## src/rtl/pong_pkg.sv

```systemverilog
`default_nettype none
// ============================================================================
//  Module      : pong_pkg
//  Description : Shared types and constants for the projection scheduler:
//                coordinates, screen geometry, reset defaults, pipeline
//                request/response structs and FSM state encoding.
//  Revision    : 1.0 - initial release
// ============================================================================
package pong_pkg;

    typedef logic [9:0] coord_t;

    localparam int SCREEN_W = 640;
    localparam int SCREEN_H = 480;
    localparam int HALF_W   = 160;
    localparam int HALF_H   = 120;
    localparam int Z_OFFSET = 128;
    localparam int SIZE_MAX = 63;

    // Fixed latency of proj_unit (request sample edge to back-bank write)
    localparam int PROJ_LAT = 2;

    // Object index carried through the pipeline (covers up to 16 objects)
    localparam int IDX_W = 4;

    // Values every bank entry holds after reset
    localparam coord_t RST_CX = 10'd320;
    localparam coord_t RST_CY = 10'd240;
    localparam coord_t RST_SZ = 10'd8;

    typedef struct packed {
        coord_t             x;
        coord_t             y;
        coord_t             z;
        logic [IDX_W-1:0]   idx;
        logic               valid;
    } proj_req_t;

    typedef struct packed {
        coord_t             cx;
        coord_t             cy;
        coord_t             sz;
        logic [IDX_W-1:0]   idx;
        logic               valid;
    } proj_rsp_t;

    // Scheduler state encoding
    typedef logic [1:0] state_t;
    localparam state_t ST_IDLE  = 2'd0;
    localparam state_t ST_RUN   = 2'd1;
    localparam state_t ST_DRAIN = 2'd2;
    localparam state_t ST_SWAP  = 2'd3;

    // Saturate a 12-bit signed value into 0..hi
    function automatic coord_t sat12(input logic signed [11:0] v,
                                     input logic signed [11:0] hi);
        coord_t r;
        if (v < 12'sd0) begin
            r = '0;
        end else if (v > hi) begin
            r = hi[9:0];
        end else begin
            r = v[9:0];
        end
        return r;
    endfunction

endpackage
`default_nettype wire

```

## src/rtl/proj_unit.sv

```systemverilog
`default_nettype none
// ============================================================================
//  Module      : proj_unit
//  Description : Two-stage pipelined perspective projection. Stage 1 forms
//                the products, stage 2 shifts/adds (and saturates when
//                PROJ_CLAMP_EN is defined). The object index rides along.
//                Macro: PROJ_CLAMP_EN (defined -> saturate, else wrap 1024).
//  Revision    : 1.0 - initial release
// ============================================================================
module proj_unit
    import pong_pkg::*;
(
    input  logic      Clk,
    input  logic      Reset,
    input  proj_req_t req_i,
    output proj_rsp_t rsp_o
);

    // Stage-1 combinational products
    logic [10:0] w_zp;
    logic [20:0] w_px;
    logic [20:0] w_py;
    logic [17:0] w_zx;
    logic [17:0] w_zy;

    assign w_zp = {1'b0, req_i.z} + 11'(Z_OFFSET);
    assign w_px = {10'd0, w_zp} * {11'd0, req_i.x};
    assign w_py = {10'd0, w_zp} * {11'd0, req_i.y};
    assign w_zx = 18'(HALF_W) * {8'd0, req_i.z};
    assign w_zy = 18'(HALF_H) * {8'd0, req_i.z};

    logic [20:0]      s1_px_q;
    logic [20:0]      s1_py_q;
    logic [17:0]      s1_zx_q;
    logic [17:0]      s1_zy_q;
    logic [10:0]      s1_zp_q;
    logic [IDX_W-1:0] s1_idx_q;
    logic             s1_vld_q;

    // Stage 1: register products, index and valid
    always_ff @(posedge Clk or posedge Reset) begin
        if (Reset) begin
            s1_px_q  <= '0;
            s1_py_q  <= '0;
            s1_zx_q  <= '0;
            s1_zy_q  <= '0;
            s1_zp_q  <= '0;
            s1_idx_q <= '0;
            s1_vld_q <= 1'b0;
        end else begin
            s1_px_q  <= w_px;
            s1_py_q  <= w_py;
            s1_zx_q  <= w_zx;
            s1_zy_q  <= w_zy;
            s1_zp_q  <= w_zp;
            s1_idx_q <= req_i.idx;
            s1_vld_q <= req_i.valid;
        end
    end

    // Sums formed modulo 2^12 and interpreted as signed
    logic signed [11:0] w_cx;
    logic signed [11:0] w_cy;
    logic signed [11:0] w_sz;

    assign w_cx = 12'(21'(HALF_W) + (s1_px_q >> 8) - 21'(s1_zx_q >> 7));
    assign w_cy = 12'(21'(HALF_H) + (s1_py_q >> 8) - 21'(s1_zy_q >> 7));
    assign w_sz = 12'(s1_zp_q >> 3);

    coord_t w_cx_fin;
    coord_t w_cy_fin;
    coord_t w_sz_fin;

`ifdef PROJ_CLAMP_EN
    assign w_cx_fin = sat12(w_cx, 12'(SCREEN_W - 1));
    assign w_cy_fin = sat12(w_cy, 12'(SCREEN_H - 1));
    assign w_sz_fin = sat12(w_sz, 12'(SIZE_MAX));
`else
    assign w_cx_fin = 10'(w_cx);
    assign w_cy_fin = 10'(w_cy);
    assign w_sz_fin = 10'(w_sz);
`endif

    // Stage 2: register final screen-space result
    always_ff @(posedge Clk or posedge Reset) begin
        if (Reset) begin
            rsp_o <= '0;
        end else begin
            rsp_o.cx    <= w_cx_fin;
            rsp_o.cy    <= w_cy_fin;
            rsp_o.sz    <= w_sz_fin;
            rsp_o.idx   <= s1_idx_q;
            rsp_o.valid <= s1_vld_q;
        end
    end

endmodule
`default_nettype wire

```

## src/rtl/proj_scheduler.sv

```systemverilog
`default_nettype none
// ============================================================================
//  Module      : proj_scheduler
//  Description : Per-frame scheduler sharing one proj_unit among N_OBJ
//                objects. Issues one projection per cycle, collects results
//                in a back bank and swaps it to the front bank at once.
//                Macro: PROJ_CLAMP_EN (saturating results inside proj_unit).
//  Revision    : 1.0 - initial release
// ============================================================================
module proj_scheduler
    import pong_pkg::*;
#(
    parameter int N_OBJ = 4
) (
    input  logic                        Clk,
    input  logic                        Reset,
    input  logic                        frame_start,
    output logic [$clog2(N_OBJ)-1:0]    obj_sel,
    input  logic [9:0]                  pos_x,
    input  logic [9:0]                  pos_y,
    input  logic [9:0]                  pos_z,
    output logic [N_OBJ-1:0][9:0]       center_x,
    output logic [N_OBJ-1:0][9:0]       center_y,
    output logic [N_OBJ-1:0][9:0]       size,
    output logic                        busy,
    output logic                        frame_done,
    output logic                        overrun
);

    localparam int                CNT_W    = $clog2(N_OBJ);
    localparam logic [CNT_W-1:0]  CNT_LAST = CNT_W'(N_OBJ - 1);
    localparam logic              DRN_LAST = 1'(PROJ_LAT - 1);

    state_t             state_q, state_d;
    logic [CNT_W-1:0]   cnt_q, cnt_d;
    logic               drain_q, drain_d;
    logic               done_q;
    logic               ovr_q;

    logic [N_OBJ-1:0][9:0] back_cx_q, back_cy_q, back_sz_q;
    logic [N_OBJ-1:0][9:0] front_cx_q, front_cy_q, front_sz_q;

    proj_req_t w_req;
    proj_rsp_t w_rsp;

    // Next-state logic for the FSM, issue counter and drain counter
    always_comb begin
        state_d = state_q;
        cnt_d   = cnt_q;
        drain_d = drain_q;
        case (state_q)
            ST_IDLE: begin
                if (frame_start) begin
                    state_d = ST_RUN;
                    cnt_d   = '0;
                end
            end
            ST_RUN: begin
                if (cnt_q == CNT_LAST) begin
                    // counter holds the last issued index outside RUN
                    state_d = ST_DRAIN;
                    drain_d = 1'b0;
                end else begin
                    cnt_d = cnt_q + 1'b1;
                end
            end
            ST_DRAIN: begin
                if (drain_q == DRN_LAST) begin
                    state_d = ST_SWAP;
                end else begin
                    drain_d = drain_q + 1'b1;
                end
            end
            default: begin
                state_d = ST_IDLE;
            end
        endcase
    end

    // FSM, counters, done pulse and sticky overrun registers
    always_ff @(posedge Clk or posedge Reset) begin
        if (Reset) begin
            state_q <= ST_IDLE;
            cnt_q   <= '0;
            drain_q <= 1'b0;
            done_q  <= 1'b0;
            ovr_q   <= 1'b0;
        end else begin
            state_q <= state_d;
            cnt_q   <= cnt_d;
            drain_q <= drain_d;
            done_q  <= (state_q == ST_SWAP);
            if (frame_start && (state_q != ST_IDLE)) begin
                ovr_q <= 1'b1;
            end
        end
    end

    // Issue the currently selected object while in RUN
    always_comb begin
        w_req       = '0;
        w_req.x     = pos_x;
        w_req.y     = pos_y;
        w_req.z     = pos_z;
        w_req.idx   = IDX_W'(cnt_q);
        w_req.valid = (state_q == ST_RUN);
    end

    proj_unit u_proj_unit (
        .Clk   (Clk),
        .Reset (Reset),
        .req_i (w_req),
        .rsp_o (w_rsp)
    );

    // Back bank collects results by index; front bank takes it whole on SWAP
    always_ff @(posedge Clk or posedge Reset) begin
        if (Reset) begin
            for (int i = 0; i < N_OBJ; i++) begin
                back_cx_q[i]  <= RST_CX;
                back_cy_q[i]  <= RST_CY;
                back_sz_q[i]  <= RST_SZ;
                front_cx_q[i] <= RST_CX;
                front_cy_q[i] <= RST_CY;
                front_sz_q[i] <= RST_SZ;
            end
        end else begin
            for (int i = 0; i < N_OBJ; i++) begin
                if (w_rsp.valid && (w_rsp.idx == IDX_W'(i))) begin
                    back_cx_q[i] <= w_rsp.cx;
                    back_cy_q[i] <= w_rsp.cy;
                    back_sz_q[i] <= w_rsp.sz;
                end
            end
            if (state_q == ST_SWAP) begin
                front_cx_q <= back_cx_q;
                front_cy_q <= back_cy_q;
                front_sz_q <= back_sz_q;
            end
        end
    end

    assign obj_sel    = cnt_q;
    assign center_x   = front_cx_q;
    assign center_y   = front_cy_q;
    assign size       = front_sz_q;
    assign busy       = (state_q != ST_IDLE);
    assign frame_done = done_q;
    assign overrun    = ovr_q;

endmodule
`default_nettype wire

```

## config.mk

```make
export PLATFORM = sky130hd
export DESIGN_NAME = proj_scheduler
export DESIGN_NICKNAME = d
export VERILOG_FILES = /design/src/rtl/pong_pkg.sv /design/src/rtl/proj_unit.sv /design/src/rtl/proj_scheduler.sv
export SDC_FILE = /design/constraint.sdc
export NUM_CORES = 1
export LEC_CHECK = 0
export CELL_PAD_IN_SITES_DETAIL_PLACEMENT = 0
export CELL_PAD_IN_SITES_GLOBAL_PLACEMENT = 2
export CORE_UTILIZATION = 30
export CTS_CLUSTER_SIZE = 40
export DETAILED_ROUTE_END_ITERATION = 8
export PLACE_DENSITY = 0.6
export SYNTH_ARGS = -nofsm -noshare
export SYNTH_HDL_FRONTEND = slang
export SYNTH_SLANG_ARGS = --single-unit
```

## constraint.sdc

```tcl
create_clock -name Clk -period 16.69 [get_ports Clk]
set_input_delay 5.007 -clock Clk [delete_from_list [all_inputs] [get_ports Clk]]
set_output_delay 5.007 -clock Clk [all_outputs]
set_load 0.1 [all_outputs]
```

# == Word level (Yosys, flattened, before mapping) ==
# Cells that the tools add are included.
# classes
reduce_logical,13
n_mux,10
eq_ne,11
addsub,7
mul,4
# ops
op,count
$mul A11 B10 Y18,2
$sub A10 B10 Y10,2
$mul A4 B10 Y14 const A,1
$mul A3 B10 Y12 const A,1
$add A10 B8 Y11 const B,1
$add A7 B10 Y10 const A,1
$add A8 B10 Y10 const A,1
$eq A2 B2 Y1 const B,5
$mux W2,5
$ne A2 B2 Y1 const B,4
$pmux W2 S3,1
$reduce_and A3 Y1,2
$reduce_bool A2 Y1,3
$logic_and A1 B1 Y1,5
$eq A2 B1 Y1 const B,2
$logic_not A4 Y1,1
$pmux W2 S2,1
$add A2 B1 Y2 const B,1
$logic_not A2 Y1,1
$mux W1,2
$pmux W1 S2,1
$reduce_and A2 Y1,1
$add A1 B1 Y1 const B,1
# word_totals
register_bits,338
output_inout_bits,125

# == Depth between registers and ports, before layout ==
# logic_depth
ltp_word,3
depth_mapped,21
ltp_nobuf,20

# == Hierarchy ==
# From an unflattened synthesis, not the netlist that was laid out.
# unflattened
hier_cells,1572
hier_area_um2,19864.1
# by_module_without_submodules
mod,n_inst,seq_area_each_um2,cells_per_inst,area_each_um2
proj_unit,1,2152.1,1019,10428.8
proj_scheduler,1,6251.0,553,9435.3

# == Least setup slack after synthesis ==
# OpenSTA, ideal clock, no wires.
# synth_timing
path_type,input to register
start,input pos_z[7]
end,register u_proj_unit.s1_py_q[17]
setup_time_ps,80
arrival_time_ps,9853
setup_slack_ps,6757
stages,18
required_ps,16610
n_path_buf,2
path_cell_list,ha_1 clkbuf_1 clkbuf_1 nand2_1 fa_1 inv_1 fa_1 fa_1 fa_1 inv_1 fa_1 inv_1 ha_1 nor2b_1 a311oi_4 a21oi_1 a21oi_1 xnor2_1
# synth_via
elab_chain_len,2
# synth_lines
item,line_no,rtl
"start, declared",proj_scheduler.sv:21,"input logic [9:0] pos_z,"
$add A10 B8 Y11,proj_unit.sv:26,"assign w_zp = {1'b0, req_i.z} + 11'(Z_OFFSET);"
$mul A11 B10 Y18,proj_unit.sv:28,"assign w_py = {10'd0, w_zp} * {11'd0, req_i.y};"
via u_proj_unit.w_py[17],proj_unit.sv:22,logic [20:0] w_py;
"end signal, assigned",proj_unit.sv:52,s1_py_q <= w_py;
"end, declared",proj_unit.sv:33,logic [20:0] s1_py_q;
# The timed path passes the listed nets, and every way through them passes these cells.
# A chain may end at the register's enable or synchronous reset.

# == Worst setup path after layout ==
# layout_timing
start,input pos_z[7]
end,register u_proj_unit.s1_px_q[17]
# layout_via
elab_chain_len,2
# layout_lines
item,line_no,rtl
$add A10 B8 Y11,proj_unit.sv:26,
$mul A11 B10 Y18,proj_unit.sv:27,"assign w_px = {10'd0, w_zp} * {11'd0, req_i.x};"
via u_proj_unit.w_px[17],proj_unit.sv:21,logic [20:0] w_px;
"end signal, assigned",proj_unit.sv:51,s1_px_q <= w_px;
"end, declared",proj_unit.sv:32,logic [20:0] s1_px_q;
# The timed path passes the listed nets, and every way through them passes these cells.

==> results.cfg <==
[detailed_routing]
ant_nets = 0
route.vias.total = 11348
wl_per_cell_microns = 17.2
drtIter0Drc = 407
drt_pass1_iterations = 4
routed_wl_mm = 44.1
drt_drc_violations_left = 0
via_per_inst = 4.42

[layout]
final.fill_count = 6288
fin_nets = 2037
drive_above_1_share_pct = 21.3
n_antenna_cell = 0
area_growth_pct = 19.0

[floorplan]
die-height_microns = 254
fp.dieArea_sq_um = 64800
fp-row-count = 92
fp.coreArea_sq_um = 63100
initial_core_util_pct = 30.3
dieWidth_microns = 254
ioPinCount = 158

[global_routing]
grt_antenna_before_repair = 2
grt_usage_pct = 14.2
grt_pass1_wl_mm = 71.3
grt-ovfl-total = 0
grt_pass1_vias = 12196
grt_max_degree = 119

[run]
cap_violations = 0

[sta]
fin_ws_ns = 6.37
final-setup-viol-count = 0
skew_ns = 0.0183
maxSlewHeadroom_pct = 28.7
fmax_mhz = 96.9
hold_viol = 0
maxSlewViolCount = 0
period_minus_slack_ns = 10.32
rsz0062_at_grt = false
fin_tns_setup_ns = 0
worstMarginPinSlew_ns = 1.07
min_period_over_period_pct = 61.8

[worst_setup_path]
worst-r2r-setup-slack_ns = 14.16
critPathLaunchType = input pin
cp.required_ns = 17.08
critPathArrivalTime_ns = 10.71
crit_type = input pin to flop
crit_fanout = 25
end_kind = flop

[clock_network]
post_cts_resized = 0
cts_sinks = 313
hold_buffers = 0
clk_path_buf_depth = 3
clockRootBuffer = clkbuf_16
cts_setup_buffers = 0
ctsHtreeMaxLevel = 2
cts_buffers = 35
cts_tree = yes
path_clk_slew_ns = 0.06
worstSkewPairLatency_ns = 0.53

[synth]
synthesis.area_sq_um = 19100
async_flop_share_pct = 100
synth_compound_area_share_pct = 3.66
avgSynthCellArea_sq_um = 12.3
synth_top_family_by_area = adder cells
synth_xor_area_share_pct = 2.88
synth_cells = 1560
synth_seq_cells = 313
synth.yosys.seq_area_share_pct = 41.3
synth_simple_gate_area_share_pct = 7.33
synth_edf_count = 0
muxShareOfSynthArea_pct = 13.4
ys_warn_count = 0
synth.distinct_cells = 47
synthFlopType = dfrtp_1
synth_fa_ha_area_share_pct = 26.0

[hold_path]
worstHoldPathType = flop to flop

[placed_design]
io_buffers = 149
dp_slack_ns = 5.79
gp_congestion = 0.750
dp_hpwl_mm = 31.7

[outcome]
status = finished clean
## final timing paths
kind                                                   from                           endpoint  depth (start not counted)
max                                                pos_z[7]  u_proj_unit.s1_px_q[17]$_DFF_PP0_                         21
min                        u_proj_unit.s1_zp_q[6]$_DFF_PP0_     u_proj_unit.rsp_o[8]$_DFF_PP0_                          0
max reg2reg                u_proj_unit.s1_zy_q[8]$_DFF_PP0_    u_proj_unit.rsp_o[24]$_DFF_PP0_                         11
min reg2reg                u_proj_unit.s1_zp_q[6]$_DFF_PP0_     u_proj_unit.rsp_o[8]$_DFF_PP0_                          0
max in group asynchronous                             Reset   u_proj_unit.s1_zx_q[8]$_DFF_PP0_                          4
min in group asynchronous                             Reset           center_y[30]$_DFFE_PP0P_                          2
## per-layer routing
metal | up-vias | global-route usage, % | wire [microns]
met4 | 0 | 3.10 | 669
met2 | 163 | 23.1 | 20600
li1 | 5313 | - | -
met5 | - | 0 | 0
met1 | 5828 | 20.3 | 21600
met3 | 44 | 1.53 | 1200
## through the flow
step	cell area [sq um]	util (%)	instances	hold slack, ns
2_1_floorplan	19200	-	1567	0.331
3_3_place_gp	21500	34.1	2507	0.336
3_5_place_dp	21500	34.1	2507	0.335
4_1_cts	22800	36.1	2569	0.329
5_1_grt	22800	36.1	2569	0.340
6_report	22800	36.1	2569	0.330
## cell type report
class                   count  area [sq um]  share of cell area (%)
repair buffers            166          1610                    7.09
inverters                 190           721                    3.17
well taps                 846          1060                    4.65
clock inverters            19           278                    1.22
multi-input cells         992         10200                    45.0
flip-flops and latches    313          7900                    34.7
clock buffers              43           946                    4.16
## Yosys cell counts (17+ instances only)
cell | number | area, sq um
dfrtp_1 | 257 | 6430
mux2_2 | 225 | 2530
inv_1 | 190 | 713
fa_1 | 153 | 3060
ha_1 | 153 | 1910
nand2_1 | 118 | 443
and2_1 | 92 | 576
dfstp_2 | 56 | 1470
clkbuf_1 | 49 | 184
a21oi_1 | 46 | 230
xnor2_1 | 44 | 385
nor2_1 | 22 | 82.6
o21ai_0 | 20 | 100
xor2_1 | 17 | 149
## registers in the layout, indices dropped and copies added, names as in the netlist, 2 cells and up
| register | flops |
|---|---|
| u_proj_unit.s1_idx_q | 2 |
| u_proj_unit.s1_py_q | 10 |
| back_cx_q | 40 |
| u_proj_unit.s1_px_q | 10 |
| state_q | 2 |
| size | 32 |
| back_sz_q | 32 |
| center_x | 40 |
| center_y | 40 |
| obj_sel | 2 |
| back_cy_q | 40 |
| u_proj_unit.rsp_o | 31 |
| u_proj_unit.s1_zp_q | 8 |
| u_proj_unit.s1_zy_q | 10 |
| u_proj_unit.s1_zx_q | 10 |
## placed cells by master, fill, tap and decap left out, drive strengths merged, types with 6 or more instances in the layout
master and instances:
nor2 22, dfstp 56, xor2 18, o21ai 21
bufinv 6, a21o 9, clkinv 10, and3 13
a21oi 48, inv 192, nor2b 14, o21bai 8
clkdlybuf4s50 148, clkbuf 43, conb 8, dfrtp 257
mux2 225, and2 92, fa 153, ha 153
nand2 118, xnor2 44, buf 18
## critical path: stages
cell and delay (ns):
clkdlybuf4s50_1 0.40, buf_4 0.24, inv_1 0.52, nand2_1 0.18, fa_1 0.56, inv_1 0.05, fa_1 0.49, inv_1 0.05
fa_1 0.49, inv_1 0.05, fa_1 0.52, inv_1 0.05, fa_1 0.52, inv_1 0.04, ha_1 0.31, o21a_1 0.13
a211oi_1 0.29, a211o_1 0.21, nand3_1 0.13, and3_1 0.19, a211o_1 0.22
## cells by family after synthesis
family                   after synthesis
flip-flops                           313
buffers and inverters                262
AND/OR/NAND/NOR                      280
AO/OA/AOI/OAI                        109
multiplexers                         227
adder cells (fa/ha/maj)              306
XOR/XNOR                              62
other                                  1
Power is not shown: default switching activity piles up to over one toggle a cycle in this logic, so the estimate is an artifact.
